`src/rtl/pirdsp_acc_pkg.sv`:
```
// Shared types, widths and the lane extension helper for the c1x2 accumulator.
package pirdsp_acc_pkg;

  typedef enum logic [1:0] {IDLE, ACCUM, DRAIN} state_e;

  localparam int unsigned PROD_W      = 24;
  localparam int unsigned HALF_PROD_W = 12;
  localparam int unsigned EXT_MAX_W   = 64;
  localparam int unsigned IDX_W       = $clog2(PROD_W);

  // Extend the low src_w bits of v to EXT_MAX_W; callers size-cast to the width they need.
  function automatic logic [EXT_MAX_W-1:0] extend(input logic [PROD_W-1:0] v,
                                                  input int unsigned      src_w,
                                                  input logic             sgn);
    logic [EXT_MAX_W-1:0] keep;
    logic                 fill;
    keep = ~({EXT_MAX_W{1'b1}} << src_w);
    fill = sgn & v[IDX_W'(src_w - 1)];
    return (EXT_MAX_W'(v) & keep) | ({EXT_MAX_W{fill}} & ~keep);
  endfunction

endpackage

```
`src/rtl/pirdsp_c1x2_accumulator_if.sv`:
```
// Beat input / result output bundle of the c1x2 accumulator.
// out_sat exists only when ACC_SATURATE_EN is defined.
interface pirdsp_c1x2_accumulator_if #(
  parameter int unsigned ACC_W = 48,
  parameter int unsigned CNT_W = 16
);
  import pirdsp_acc_pkg::*;

  logic              in_valid;
  logic              in_ready;
  logic [PROD_W-1:0] C;
  logic              prod_sign;
  logic              HALF_0;
  logic              HALF_1;
  logic              in_last;
  logic              out_valid;
  logic              out_ready;
  logic [ACC_W-1:0]  out_acc;
  logic [CNT_W-1:0]  out_cnt;
  logic              out_half;
  logic              err_mode;
`ifdef ACC_SATURATE_EN
  logic              out_sat;
`endif

  modport master (
    output in_valid, C, prod_sign, HALF_0, HALF_1, in_last, out_ready,
    input  in_ready, out_valid, out_acc, out_cnt, out_half, err_mode
`ifdef ACC_SATURATE_EN
    , input out_sat
`endif
  );

  modport slave (
    input  in_valid, C, prod_sign, HALF_0, HALF_1, in_last, out_ready,
    output in_ready, out_valid, out_acc, out_cnt, out_half, err_mode
`ifdef ACC_SATURATE_EN
    , output out_sat
`endif
  );

endinterface

```
`src/rtl/pirdsp_acc_lane.sv`:
```
// One accumulator lane: add (or load) an extended operand with carry-in, optional clamp.
// Clamp logic and its ports exist only when ACC_SATURATE_EN is defined.
module pirdsp_acc_lane #(
  parameter int unsigned W = 24
) (
  input  logic         clk,
  input  logic         rst_n,
  input  logic         load,
  input  logic         add,
  input  logic         cin,
  input  logic [W-1:0] op,
`ifdef ACC_SATURATE_EN
  input  logic         is_signed,
  input  logic         part_lo,    // lower half of a chained word: clamps to all-ones / zero
  input  logic         sat_force,
  input  logic         sat_pos,
  output logic         ovf,
  output logic         ovf_pos,
`endif
  output logic         cout,
  output logic [W-1:0] acc
);

  logic [W-1:0] acc_q;
  logic [W-1:0] base;
  logic [W:0]   sum;
  logic [W-1:0] acc_d;

  // A load restarts the lane from zero so the same adder serves both paths.
  assign base = load ? '0 : acc_q;
  assign sum  = {1'b0, base} + {1'b0, op} + {{W{1'b0}}, cin};
  assign cout = sum[W];
  assign acc  = acc_q;

`ifdef ACC_SATURATE_EN
  logic [W-1:0] clamp;

  assign ovf     = is_signed ? ((base[W-1] == op[W-1]) && (sum[W-1] != base[W-1])) : sum[W];
  assign ovf_pos = is_signed ? ~base[W-1] : 1'b1;

  // Select the bound this lane snaps to when an overflow is flagged for the word.
  always_comb begin
    clamp = '0;
    if (part_lo) begin
      clamp = sat_pos ? '1 : '0;
    end else if (!is_signed) begin
      clamp = '1;
    end else begin
      clamp = sat_pos ? {1'b0, {(W-1){1'b1}}} : {1'b1, {(W-1){1'b0}}};
    end
  end

  assign acc_d = sat_force ? clamp : sum[W-1:0];
`else
  assign acc_d = sum[W-1:0];
`endif

  // Lane register, written only on accepted good beats.
  always_ff @(posedge clk or negedge rst_n) begin
    if (!rst_n) begin
      acc_q <= '0;
    end else if (load || add) begin
      acc_q <= acc_d;
    end
  end

endmodule

```
`src/rtl/pirdsp_c1x2_accumulator.sv`:
```
// Batch accumulator behind the 16x8 / dual-8x4 multiplier: one 48-bit lane in full mode,
// two independent ACC_W/2 lanes in half mode, result held in DRAIN until accepted.
// Optional feature macro: ACC_SATURATE_EN (clamping lanes plus sticky out_sat).
module pirdsp_c1x2_accumulator
  import pirdsp_acc_pkg::*;
#(
  parameter int unsigned ACC_W = 48,
  parameter int unsigned CNT_W = 16
) (
  input logic                     clk,
  input logic                     rst_n,
  pirdsp_c1x2_accumulator_if.slave bus
);

  localparam int unsigned LW = ACC_W / 2;

  state_e           state_q, state_d;
  logic [CNT_W-1:0] cnt_q, cnt_d;
  logic             half_q, half_d;
  logic             sign_q, sign_d;
  logic             err_q, err_d;

  logic             accept, reject, beat_ok, load, add;
  logic [ACC_W-1:0] ext_full;
  logic [LW-1:0]    ext_hi, ext_lo, op_hi, op_lo, acc_hi, acc_lo;
  logic             lo_cout, hi_cout, hi_cin;

  assign accept = bus.in_valid && (state_q != DRAIN);
  // Mode must be one-hot, and inside a batch must match what the first beat latched.
  assign reject = (bus.HALF_0 == bus.HALF_1) ||
                  ((state_q == ACCUM) && ((bus.HALF_1 != half_q) || (bus.prod_sign != sign_q)));
  assign beat_ok = accept && !reject;
  assign load    = beat_ok && (state_q == IDLE);
  assign add     = beat_ok && (state_q == ACCUM);

  assign ext_full = ACC_W'(extend(bus.C, PROD_W, bus.prod_sign));
  assign ext_hi   = LW'(extend({{HALF_PROD_W{1'b0}}, bus.C[PROD_W-1:HALF_PROD_W]},
                               HALF_PROD_W, bus.prod_sign));
  assign ext_lo   = LW'(extend({{HALF_PROD_W{1'b0}}, bus.C[HALF_PROD_W-1:0]},
                               HALF_PROD_W, bus.prod_sign));
  assign op_hi    = bus.HALF_1 ? ext_hi : ext_full[ACC_W-1:LW];
  assign op_lo    = bus.HALF_1 ? ext_lo : ext_full[LW-1:0];
  // Half mode breaks the carry chain so the lanes stay independent.
  assign hi_cin   = bus.HALF_1 ? 1'b0 : lo_cout;

`ifdef ACC_SATURATE_EN
  logic lo_ovf, lo_pos, hi_ovf, hi_pos, lo_force, lo_dir, sat_q;

  // In full mode the upper lane owns the overflow decision for the whole word.
  assign lo_force = bus.HALF_1 ? lo_ovf : hi_ovf;
  assign lo_dir   = bus.HALF_1 ? lo_pos : hi_pos;
`endif

  pirdsp_acc_lane #(.W(LW)) u_lane_lo (
    .clk       (clk),
    .rst_n     (rst_n),
    .load      (load),
    .add       (add),
    .cin       (1'b0),
    .op        (op_lo),
`ifdef ACC_SATURATE_EN
    .is_signed (bus.prod_sign),
    .part_lo   (~bus.HALF_1),
    .sat_force (lo_force),
    .sat_pos   (lo_dir),
    .ovf       (lo_ovf),
    .ovf_pos   (lo_pos),
`endif
    .cout      (lo_cout),
    .acc       (acc_lo)
  );

  pirdsp_acc_lane #(.W(LW)) u_lane_hi (
    .clk       (clk),
    .rst_n     (rst_n),
    .load      (load),
    .add       (add),
    .cin       (hi_cin),
    .op        (op_hi),
`ifdef ACC_SATURATE_EN
    .is_signed (bus.prod_sign),
    .part_lo   (1'b0),
    .sat_force (hi_ovf),
    .sat_pos   (hi_pos),
    .ovf       (hi_ovf),
    .ovf_pos   (hi_pos),
`endif
    .cout      (hi_cout),
    .acc       (acc_hi)
  );

  // Next state and batch bookkeeping (mode latch, saturating beat count, error pulse).
  always_comb begin
    state_d = state_q;
    cnt_d   = cnt_q;
    half_d  = half_q;
    sign_d  = sign_q;
    err_d   = accept && reject;
    unique case (state_q)
      IDLE: begin
        if (beat_ok) begin
          half_d  = bus.HALF_1;
          sign_d  = bus.prod_sign;
          cnt_d   = CNT_W'(1);
          state_d = bus.in_last ? DRAIN : ACCUM;
        end
      end
      ACCUM: begin
        if (add && (cnt_q != {CNT_W{1'b1}})) begin
          cnt_d = cnt_q + CNT_W'(1);
        end
        // A rejected last beat still closes the batch.
        if (accept && bus.in_last) begin
          state_d = DRAIN;
        end
      end
      DRAIN: begin
        if (bus.out_ready) begin
          state_d = IDLE;
        end
      end
      default: state_d = IDLE;
    endcase
  end

  // Control state registers.
  always_ff @(posedge clk or negedge rst_n) begin
    if (!rst_n) begin
      state_q <= IDLE;
      cnt_q   <= '0;
      half_q  <= 1'b0;
      sign_q  <= 1'b0;
      err_q   <= 1'b0;
    end else begin
      state_q <= state_d;
      cnt_q   <= cnt_d;
      half_q  <= half_d;
      sign_q  <= sign_d;
      err_q   <= err_d;
    end
  end

`ifdef ACC_SATURATE_EN
  // Sticky clamp flag for the current batch, cleared as the result is handed off.
  always_ff @(posedge clk or negedge rst_n) begin
    if (!rst_n) begin
      sat_q <= 1'b0;
    end else if ((state_q == DRAIN) && bus.out_ready) begin
      sat_q <= 1'b0;
    end else if ((load || add) && (lo_force || hi_ovf)) begin
      sat_q <= 1'b1;
    end
  end

  assign bus.out_sat = sat_q;
`endif

  assign bus.in_ready  = (state_q != DRAIN);
  assign bus.out_valid = (state_q == DRAIN);
  assign bus.out_acc   = {acc_hi, acc_lo};
  assign bus.out_cnt   = cnt_q;
  assign bus.out_half  = half_q;
  assign bus.err_mode  = err_q;

endmodule

```
`src/flat_wrapper.sv`:
```
// flat-port wrapper written by rule: the top's interface ports become plain ports
module pirdsp_c1x2_accumulator_flat import pirdsp_acc_pkg::*;
#(
  parameter int unsigned ACC_W = 48,
  parameter int unsigned CNT_W = 16
)
  (clk, rst_n, bus_in_valid, bus_C, bus_prod_sign, bus_HALF_0, bus_HALF_1, bus_in_last, bus_out_ready, bus_in_ready, bus_out_valid, bus_out_acc, bus_out_cnt, bus_out_half, bus_err_mode);
  pirdsp_c1x2_accumulator_if #(.ACC_W(ACC_W), .CNT_W(CNT_W)) bus_i ();
  input logic clk;
  input logic rst_n;
  input wire logic [$bits(bus_i.in_valid)-1:0] bus_in_valid;
  input wire logic [$bits(bus_i.C)-1:0] bus_C;
  input wire logic [$bits(bus_i.prod_sign)-1:0] bus_prod_sign;
  input wire logic [$bits(bus_i.HALF_0)-1:0] bus_HALF_0;
  input wire logic [$bits(bus_i.HALF_1)-1:0] bus_HALF_1;
  input wire logic [$bits(bus_i.in_last)-1:0] bus_in_last;
  input wire logic [$bits(bus_i.out_ready)-1:0] bus_out_ready;
  output wire logic [$bits(bus_i.in_ready)-1:0] bus_in_ready;
  output wire logic [$bits(bus_i.out_valid)-1:0] bus_out_valid;
  output wire logic [$bits(bus_i.out_acc)-1:0] bus_out_acc;
  output wire logic [$bits(bus_i.out_cnt)-1:0] bus_out_cnt;
  output wire logic [$bits(bus_i.out_half)-1:0] bus_out_half;
  output wire logic [$bits(bus_i.err_mode)-1:0] bus_err_mode;
  assign bus_i.in_valid = bus_in_valid;
  assign bus_i.C = bus_C;
  assign bus_i.prod_sign = bus_prod_sign;
  assign bus_i.HALF_0 = bus_HALF_0;
  assign bus_i.HALF_1 = bus_HALF_1;
  assign bus_i.in_last = bus_in_last;
  assign bus_i.out_ready = bus_out_ready;
  assign bus_in_ready = bus_i.in_ready;
  assign bus_out_valid = bus_i.out_valid;
  assign bus_out_acc = bus_i.out_acc;
  assign bus_out_cnt = bus_i.out_cnt;
  assign bus_out_half = bus_i.out_half;
  assign bus_err_mode = bus_i.err_mode;
  pirdsp_c1x2_accumulator #(.ACC_W(ACC_W), .CNT_W(CNT_W)) u_core (.clk(clk), .rst_n(rst_n), .bus(bus_i));
endmodule
```
`config.mk`:
```
export PLATFORM = sky130hd
export DESIGN_NAME = pirdsp_c1x2_accumulator_flat
export DESIGN_NICKNAME = d
export VERILOG_FILES = /design/src/rtl/pirdsp_acc_pkg.sv /design/src/rtl/pirdsp_c1x2_accumulator_if.sv /design/src/rtl/pirdsp_acc_lane.sv /design/src/rtl/pirdsp_c1x2_accumulator.sv /design/src/flat_wrapper.sv
export SDC_FILE = /design/constraint.sdc
export NUM_CORES = 1
export LEC_CHECK = 0
export CAP_MARGIN = 20
export CORE_MARGIN = 2
export CORE_UTILIZATION = 30
export CTS_BUF_LIST = sky130_fd_sc_hd__clkbuf_4
export DETAILED_ROUTE_END_ITERATION = 8
export HOLD_SLACK_MARGIN = 0.15
export PLACE_DENSITY = 0.51
export SLEW_MARGIN = 20
export SYNTH_ARGS = -nofsm -noshare
export SYNTH_HDL_FRONTEND = slang
export SYNTH_SLANG_ARGS = --single-unit
```
`constraint.sdc`:
```
create_clock -name clk -period 4.9 [get_ports clk]
set_clock_uncertainty 0.05 [all_clocks]
set_input_delay 0.49 -clock clk [delete_from_list [all_inputs] [get_ports clk]]
set_output_delay 0.49 -clock clk [all_outputs]
set_load 0.01 [all_outputs]
```
==> flow_metrics.tcl, run 1 <==
set metrics [dict create \
    hold_viol 0 \
    synthMuxAreaShare_pct 0.930 \
    grt_start_max_net_pins 95 \
    min_period_ns 4.80 \
    synth_top_cell_by_area "dfrtp_1" \
    drv_slew 0 \
    ir_worst_vdd_v 0.000215 \
    required_ns 5.22 \
    crit_start "u_core.state_q[0]" \
    synthSimpleGateAreaFrac_pct 25.0 \
    wl_per_cell_um 15.3 \
    routedLengthMet1_mm 8.77 \
    synth_area_leaders "dfrtp_1 (30%), ha_1 (10%), nand2_1 (7.2%), nor2b_1 (5.4%), o21ai_0 (4.6%)" \
    critPathArrivalTime_ns 5.12 \
    max_slew_margin_pct 37.8 \
    finalPower_mw 4.18 \
    status "finished, final reports clean" \
    synth_compound_area_share_pct 22.0 \
    seq_area_frac_synth_pct 29.8 \
    r2r_cells 21 \
    drc 0 \
    num_vias 5706 \
    top_layer_used "met4" \
    final_cells 1151 \
    hold_class "input pin to register" \
    viasPerCell 4.96 \
    regToRegStartpoint "u_core.state_q[0]" \
    synth.most_common_cell "nand2_1" \
    worstPathMaxFanout 5 \
    final_net_count 967 \
    final_area_um2 7960 \
    cpMostUsedCell "fa_2" \
    p_leak_nw 3.67 \
    synthXorXnorAreaFrac_pct 7.42 \
    crit_type "register to register" \
    wl_mm 17.6 \
    maxCapViolations 0 \
    htree_levels 3 \
    rsz0062_at_grt "yes" \
    grt_overflow 0 \
    wl_met3_um 671 \
    root_buffer "clkbuf_4" \
    numPortBuffers 99 \
    globalplace.congestion 0.896 \
    r2r_setup_slack_ns 0.1 \
    worst_pin_slew_ns 0.933 \
    synth_nets 795 \
    clk_pin_slew_ns 0.14 \
    min_path_cells 3 \
    rows 50 \
    met2_length_mm 7.89 \
    coreArea_um2 18800 \
    fin_util_pct 42.3 \
    p_per_area_nw_per_um2 525 \
    endpoint "u_core.u_lane_hi.acc[22]" \
    synth_top_family_by_area "simple AND/OR/NAND/NOR gates" \
    clk_latency_ns 0.48 \
    tritoncts "built" \
    fmax_mhz 208 \
    worst_setup_path_start_kind "register" \
    syn_area_um2 5790 \
    cpPeakStageDelay_ns 0.45 \
    path_cells "nor3_4 > buf_6 > nor2b_4 > ha_4 > fa_2 > a211oi_4 > o21ai_2 > a22oi_2 > a21oi_2 > a31oi_2 > o21a_1 > nor3_2 > fa_2 > fa_2 > a211oi_4 > nor2_4 > o31ai_4 > a21boi_2 > nor2_2 > o21ai_1 > a221o_1" \
    grt_pass1_vias 5674 \
    drive_above_1_share_pct 16.1 \
    synthArstFlopShare_pct 100 \
    grt_pass1_wl_mm 28.8 \
    grt_usage_pct 17.8 \
    cp_slowest_cell "dfrtp_2" \
    antenna_found_initial 1 \
    synth-seq-cells 69 \
    reg2reg_to "u_core.u_lane_hi.acc[22]" \
    boundaryPins 100 \
    synth_cells 713 \
    tns_ns 0 \
    synth.avg_cell_area_um2 8.11 \
    dieWidth_um 143 \
    setup-violations-final 0 \
    dpl_cell_area_um2 7610 \
    cts_sinks 69 \
    die_height_um 143 \
    drt-initial-drc-count 268 \
    dieArea_um2 20400 \
    cts_buffers 9 \
    end_kind "register" \
    initial_utilization_pct 30.7 \
    synth_warnings 0 \
    finalCritPeriodShare_pct 98.0 \
    synth_common_cells "nand2_1 (111), dfrtp_1 (69), nor2_1 (65)" \
    area_growth_pct 37.7 \
    synth-main-ff-cell "dfrtp_1" \
    dp.cells 1126 \
    ctsLongestPathBuffers 2 \
    synth.distinct_cells 66 \
    place_hpwl_mm 13.2 \
    synthAdderAreaFrac_pct 11.2 \
    ant_nets 0 \
    drt-pass1-iter-count 5 \
    synth_edf_count 0 \
    synth_top_area_share_pct 29.8 \
]
## report_power, final
part | internal, mW | switching, mW | total (mW)
Sequential | 0.773 | 0.179 | 0.952
Combinational | 1.38 | 1.36 | 2.74
Clock | 0.215 | 0.274 | 0.489
Total | 2.37 | 1.81 | 4.18
## flip-flops by register name, summed over array words and instances, names as in the netlist
signal and flops:
u_core.u_lane_hi.acc 24, u_core.u_lane_lo.acc 24, u_core.bus.out_cnt 16, u_core.state_q 2, u_core.bus.err_mode 1, u_core.bus.out_half 1, u_core.sign_q 1
## worst min-delay path by stage
stage,from,end,slack [ns]
after global routing,bus_in_valid,u_core.state_q[0],0.34
after floorplan,rst_n,u_core.bus.err_mode,0.14
after global placement,u_core.u_lane_hi.acc[8],u_core.u_lane_hi.acc[8],0.43
after detailed placement,u_core.u_lane_hi.acc[11],u_core.u_lane_hi.acc[11],0.44
after CTS,u_core.u_lane_lo.acc[5],u_core.u_lane_lo.acc[5],0.47
final,bus_in_valid,u_core.state_q[0],0.34
## timing repair
action	CTS	global route
hold endpoints to repair	25	0
pin swaps	5	22
hold buffers	1	0
resized for setup	11	25
setup endpoints to repair	18	18
buffers inserted	2	5
## through the flow
| stage | hold WS, ns | setup slack, ns |
|---|---|---|
| 4_1_cts | 0.474 | -0.00163 |
| 3_3_place_gp | 0.426 | -0.901 |
| 6_report | 0.338 | 0.0993 |
| 2_1_floorplan | 0.144 | -0.0911 |
| 3_5_place_dp | 0.440 | -1.07 |
| 5_1_grt | 0.336 | -0.138 |
## worst max-delay path, delay by kind of cell (launching register included)
kind	cells	cell delay, ns
AOI/OAI and AO/OA	11	2.13
and+or+nand+nor	5	0.54
adders and majority gates	4	1.38
DFF	1	0.45
buffers and inverters	1	0.16
## final cells by class
class / instances / area [um2]
Antenna cell: 1 / 2.50
Clock buffer: 9 / 67.6
Clock inverter: 7 / 105
Fill cell: 1890 / 10900
Inverter: 18 / 67.6
Multi-Input combinational cell: 600 / 4010
Sequential cell: 69 / 1730
Tap cell: 260 / 325
Timing Repair Buffer: 187 / 1660
## routing by layer
| metal | vias to the layer above | track usage [%] |
|---|---|---|
| li1 | 2879 | - |
| met1 | 2684 | 24.8 |
| met2 | 126 | 28.0 |
| met3 | 17 | 2.35 |
| met4 | 0 | 6.62 |
| met5 | - | 0 |
## cells in the final DEF (no fill, tap or decap), drive strengths merged, types with 4 or more instances in the layout
cell type      count
nand2            111
clkdlybuf4s50     95
buf               88
dfrtp             69
nor2              65
o21ai             54
nor2b             50
a21oi             47
ha                47
xor2              29
inv               22
xnor2             20
a21o              17
nand3             15
nor3              13
a211oi            12
and3              11
clkbuf            11
o21bai            10
nand4              7
a31oi              7
o31ai              6
o21a               5
and4               5
and2               5
a21boi             5
or3                4
## cells by family (layout without fill, tap and decap cells)
kind of cell / Yosys count / after routing
simple gates: 300 / 300
compound gates: 196 / 196
flops: 69 / 69
fa+ha+maj: 50 / 50
xor+xnor: 49 / 49
buf+inv: 44 / 221
mux: 5 / 5
other cells: 0 / 1
Note: power is estimated with default switching activity, not from simulation.
==> inputs of run 2 (changes only) <==
--- a/config.mk
+++ b/config.mk
@@ -15,4 +15,5 @@
 export SLEW_MARGIN = 20
 export SYNTH_ARGS = -nofsm -noshare
 export SYNTH_HDL_FRONTEND = slang
+export SYNTH_HIERARCHICAL = 1
 export SYNTH_SLANG_ARGS = --single-unit
==> run 2 against run 1 <==
  * Clock power down 23%
  * Fmax fell by 1.1%
  * Register-to-register slack got worse by 0.05 ns
  * Hold slack improved by 0.041 ns
  * First-iteration DRC count up 24%
  * Non-clock buffer count grew 6
  * Synthesized cell count grew 8.0%
  * Die area increased by 6.7%
  * Core utilization fell by 1.3 points
  * Area after synthesis up 6.9%
==> flow_metrics.tcl, run 2 <==
set metrics [dict create \
    cts_sinks 69 \
    clk_pin_slew_ns 0.16 \
    drt-initial-drc-count 331 \
    ctsLongestPathBuffers 2 \
    crit_type "register to register" \
    rows 52 \
    coreArea_um2 20200 \
    layout_common_cells "clkdlybuf4s50_1 (95), buf_4 (92), nand2_1 (91)" \
    numPortBuffers 99 \
    drt-pass1-iter-count 5 \
    tns_ns 0 \
    antenna_found_initial 2 \
    layout_commonest_cell "clkdlybuf4s50_1" \
    cts_buffers 9 \
    num_vias 6046 \
    dpl_cell_area_um2 8030 \
    multiInputGateArea_um2 4240 \
    setup-violations-final 0 \
    ant_nets 0 \
    synth.avg_cell_area_um2 8.03 \
    synth_cells 770 \
    p_per_area_nw_per_um2 520 \
    required_ns 5.23 \
    worst_setup_path_start_kind "register" \
    min_period_ns 4.85 \
    drv_slew 0 \
    boundaryPins 100 \
    syn_area_um2 6180 \
    globalplace.congestion 0.862 \
    die_height_um 148 \
    synth_nets 853 \
    clk_latency_ns 0.48 \
    maxCapViolations 0 \
    hold_viol 0 \
    end_kind "register" \
    viasPerCell 4.99 \
    dieArea_um2 21800 \
    root_buffer "clkbuf_4" \
    status "finished, final reports clean" \
    hold_ws_ns 0.379 \
    hold_class "input pin to register" \
    pre_cts_slack_ns -0.806 \
    ir_worst_vdd_v 0.000273 \
    rsz0062_at_grt "yes" \
    seq_area_um2 1730 \
    fmax_mhz 206 \
    finalPower_mw 4.31 \
    wl_per_cell_um 15.5 \
    grt_usage_pct 17.6 \
    critPathArrivalTime_ns 5.18 \
    htree_levels 3 \
    grt_pass1_wl_mm 30.8 \
    synth_warnings 6 \
    final_area_um2 8290 \
    worst_slack_ns 0.0480 \
    grt_overflow 0 \
    max_slew_margin_pct 35.9 \
    grt_pass1_vias 5901 \
    fillers 2109 \
    final_net_count 1017 \
    wl_mm 18.8 \
    drc 0 \
    finalCritPeriodShare_pct 99.0 \
    area_growth_pct 34.1 \
    drive_above_1_share_pct 17.4 \
    grt_start_max_net_pins 70 \
    worst_pin_slew_ns 0.961 \
    tritoncts "built" \
    initial_utilization_pct 30.6 \
    worstPathMaxFanout 3 \
    p_leak_nw 3.63 \
    dieWidth_um 148 \
    place_hpwl_mm 14.3 \
]
run 2: metal layers:
metal  track usage (%)  up-vias  share of wire [%]
met5                 0        -                  0
met4              5.34        0                2.0
met3              2.93       22                3.2
met2              28.2      108                 47
met1              24.3     2843                 48
li1                  -     3073                  -
run 2: repair_timing:
action / in CTS / in global routing
hold buffers: 1 / 0
gates cloned: 0 / 1
setup buffers: 4 / 5
gates resized for setup: 15 / 7
endpoints found under the hold margin: 31 / 0
setup endpoints to repair: 9 / 14
pin swaps: 3 / 16
run 2: metrics by stage:
step	std cells	util, %
global placement	1185	39.6
detailed placement	1185	39.7
global route	1211	41.0
finish	1211	41.0
floorplan	770	-
CTS	1206	40.6
run 2: path summary, 6_finish.rpt:
kind	from	end	slack [ns]	cells past startpoint
max	u_core/state_q[1]	u_core/u_lane_hi/acc[16]	0.05	24
min	bus_in_valid	u_core/state_q[0]	0.38	3
max reg2reg	u_core/state_q[1]	u_core/u_lane_hi/acc[16]	0.05	24
min reg2reg	u_core/u_lane_lo/acc[23]	u_core/u_lane_lo/acc[23]	0.47	2
max in group asynchronous	rst_n	u_core/bus.out_cnt[9]	3.53	2
min in group asynchronous	rst_n	u_core/bus.out_cnt[11]	0.64	2
run 2: worst max-delay path, stage by stage, from the launching register on:
cell	delay, ns
dfrtp_1	0.43
or3_4	0.41
inv_4	0.07
nand2b_4	0.11
fa_2	0.20
inv_2	0.04
fa_2	0.33
a21o_1	0.19
a221o_2	0.37
o22ai_4	0.18
a211oi_2	0.10
nor2_1	0.11
o21ai_1	0.08
nor2b_1	0.12
inv_1	0.09
fa_2	0.21
inv_2	0.04
fa_2	0.36
a211oi_4	0.30
o21ai_2	0.12
a21oi_2	0.18
o21ai_2	0.09
a211o_1	0.31
xnor2_1	0.15
o21ai_1	0.08
run 2: area by class of cell:
type / instances / area share [%]
clock inverter: 7 / 0.694
clock buffer: 9 / 0.815
multi-input combinational: 626 / 51.1
antenna: 2 / 0.0604
tap: 270 / 4.07
inverter: 35 / 1.61
sequential: 69 / 20.8
timing repair buffer: 193 / 20.8
run 2: report_power, final:
group          internal [mW]  switching (mW)
sequential             0.772           0.180
combinational           1.50            1.49
clock                  0.110           0.269
==> inputs of run 3 (changes only) <==
--- a/config.mk
+++ b/config.mk
@@ -12,6 +12,7 @@
 export DETAILED_ROUTE_END_ITERATION = 8
 export HOLD_SLACK_MARGIN = 0.15
 export PLACE_DENSITY = 0.51
+export SETUP_SLACK_MARGIN = 0.15
 export SLEW_MARGIN = 20
 export SYNTH_ARGS = -nofsm -noshare
 export SYNTH_HDL_FRONTEND = slang
==> run 3 against run 2 <==
  * Routed wire length increased by 0.15%
  * Hold slack got worse by 0.048 ns
  * Register-to-register slack about the same
  * Largest cell class unchanged
  * Total power increased by 2.8%
  * First-iteration DRC count increased by 6.6%
  * Non-clock buffer count increased by 3
  * Core utilization increased by 0.35 points
  * Largest power group unchanged
  * Sequential power about the same
  * Global-route usage about the same
==> flow_metrics.tcl, run 3 (synthesis results as in run 2) <==
set metrics [dict create \
    min_path_cells 4 \
    r2r_cells 25 \
    grt_pass1_vias 5876 \
    end_kind "register" \
    max_slew_margin_pct 36.0 \
    holdPathEnd "u_core/state_q[0]" \
    p_leak_nw 3.68 \
    drt-initial-drc-count 353 \
    wl_mm 18.8 \
    drv_slew 0 \
    antenna_found_initial 1 \
    status "finished, final reports clean" \
    worst_slack_ns 0.0610 \
    layout_commonest_cell "clkdlybuf4s50_1" \
    viasPerCell 5.02 \
    p_per_area_nw_per_um2 530 \
    min_from "bus_HALF_1" \
    boundaryPins 100 \
    place_hpwl_mm 14.3 \
    clk_latency_ns 0.50 \
    ant_nets 0 \
    ir_worst_vdd_v 0.000210 \
    grt_pass1_wl_mm 30.6 \
    drt-pass1-iter-count 6 \
    numPortBuffers 99 \
    worstPathMaxFanout 3 \
    finalCritPeriodShare_pct 98.8 \
    die_height_um 148 \
    grt_overflow 0 \
    cts_sinks 69 \
    initial_utilization_pct 30.6 \
    worst_setup_path_start_kind "register" \
    maxCapViolations 0 \
    hold_class "input pin to register" \
    cts_buffers 9 \
    rows 52 \
    globalplace.congestion 0.870 \
    dieArea_um2 21800 \
    wl_per_cell_um 15.5 \
    num_vias 6093 \
    htree_levels 3 \
    rsz0062_at_grt "yes" \
    setup-violations-final 0 \
    pre_cts_slack_ns -0.792 \
    finalPower_mw 4.43 \
    layout_common_cells "clkdlybuf4s50_1 (95), buf_4 (92), nand2_1 (91)" \
    crit_type "register to register" \
    r2r_setup_slack_ns 0.06 \
    fmax_mhz 207 \
    root_buffer "clkbuf_4" \
    worst_pin_slew_ns 0.959 \
    grt_usage_pct 17.6 \
    clk_pin_slew_ns 0.18 \
    required_ns 5.22 \
    critPathArrivalTime_ns 5.16 \
    dieWidth_um 148 \
    ctsLongestPathBuffers 2 \
    min_period_ns 4.84 \
    area_growth_pct 35.3 \
    drive_above_1_share_pct 17.7 \
    tritoncts "built" \
    fin_util_pct 41.3 \
    drc 0 \
    hold_viol 0 \
    regToRegStartpoint "u_core/state_q[1]" \
    reg2reg_to "u_core/u_lane_hi/acc[20]" \
    final_net_count 1020 \
    coreArea_um2 20200 \
    grt_start_max_net_pins 70 \
]
## run 3: changes by cell type in the layout (fill, tap and decap cells not counted), sizes merged
cell,change
diode,-1
clkdlybuf4s15,-1
inv,-1
bufinv,+1
clkinv,+2
buf,+4
clkinvlp,-2
## run 3: worst max-delay path, cell delays in order, from the launching register on
cell and delay, ns:
dfrtp_1 0.42, or3_4 0.40, inv_2 0.08, nand2b_4 0.12, fa_2 0.20, inv_2 0.04, fa_2 0.33, a21o_1 0.20
a221o_2 0.39, o22ai_4 0.18, a211oi_2 0.10, nor2_1 0.11, o21ai_1 0.09, nor2b_4 0.13, inv_2 0.06, fa_2 0.20
inv_2 0.04, fa_2 0.36, a211oi_4 0.31, o21ai_2 0.12, a21oi_2 0.20, o21ai_2 0.10, buf_6 0.14, nand2_4 0.05
mux2i_1 0.21, nand3_1 0.09
## run 3: routing by layer
layer | vias to the layer above | track usage (%) | wire [um]
met5 | - | 0 | 0
met4 | 0 | 6.01 | 307
met3 | 14 | 2.50 | 641
met2 | 104 | 28.3 | 8760
met1 | 2897 | 24.2 | 9120
li1 | 3078 | - | -
## run 3: layout make-up
class / count / area [um2]
Antenna cell: 1 / 2.50
Clock buffer: 9 / 67.6
Clock inverter: 7 / 83.8
Fill cell: 2076 / 11900
Inverter: 35 / 131
Multi-Input combinational cell: 626 / 4270
Sequential cell: 69 / 1730
Tap cell: 270 / 338
Timing Repair Buffer: 196 / 1740
## run 3: timing repair
| item | 4_1_cts | 5_1_grt |
|---|---|---|
| endpoints found under the setup margin | 15 | 14 |
| endpoints found under the hold margin | 53 | 0 |
| hold buffers | 1 | 0 |
| resized for setup | 14 | 18 |
| pin swaps | 5 | 16 |
| buffers inserted | 5 | 4 |
## run 3: per-stage QoR
step	cell area [um2]	cells	TNS, ns	hold slack [ns]
2_1_floorplan	6250	770	-5.66	0.144
3_5_place_dp	8030	1186	-9.99	0.440
3_3_place_gp	8030	1186	-9.45	0.437
5_1_grt	8360	1213	-1.36	0.338
6_report	8360	1213	0	0.331
4_1_cts	8260	1208	0	0.332
## run 3: how the worst max path moves through the flow
stage / end / cells past startpoint / startpoint / slack, ns
floorplan: u_core/u_lane_hi/acc[16] / 30 / bus_HALF_0 / -0.68
global placement: u_core/u_lane_hi/acc[14] / 27 / bus_HALF_1 / -0.75
detailed placement: u_core/u_lane_hi/acc[14] / 27 / bus_HALF_1 / -0.79
CTS: u_core/u_lane_hi/acc[14] / 24 / u_core/state_q[1] / 0.01
global route: u_core/u_lane_hi/acc[20] / 25 / u_core/state_q[1] / -0.23
finish: u_core/u_lane_hi/acc[20] / 25 / u_core/state_q[1] / 0.06
## run 3: power breakdown
group | total (mW) | leakage, nW | switching [mW] | internal [mW]
clock network | 0.444 | 0.0786 | 0.281 | 0.163
registers | 0.955 | 0.845 | 0.184 | 0.772
logic | 3.03 | 2.76 | 1.51 | 1.53
total | 4.43 | 3.68 | 1.97 | 2.46
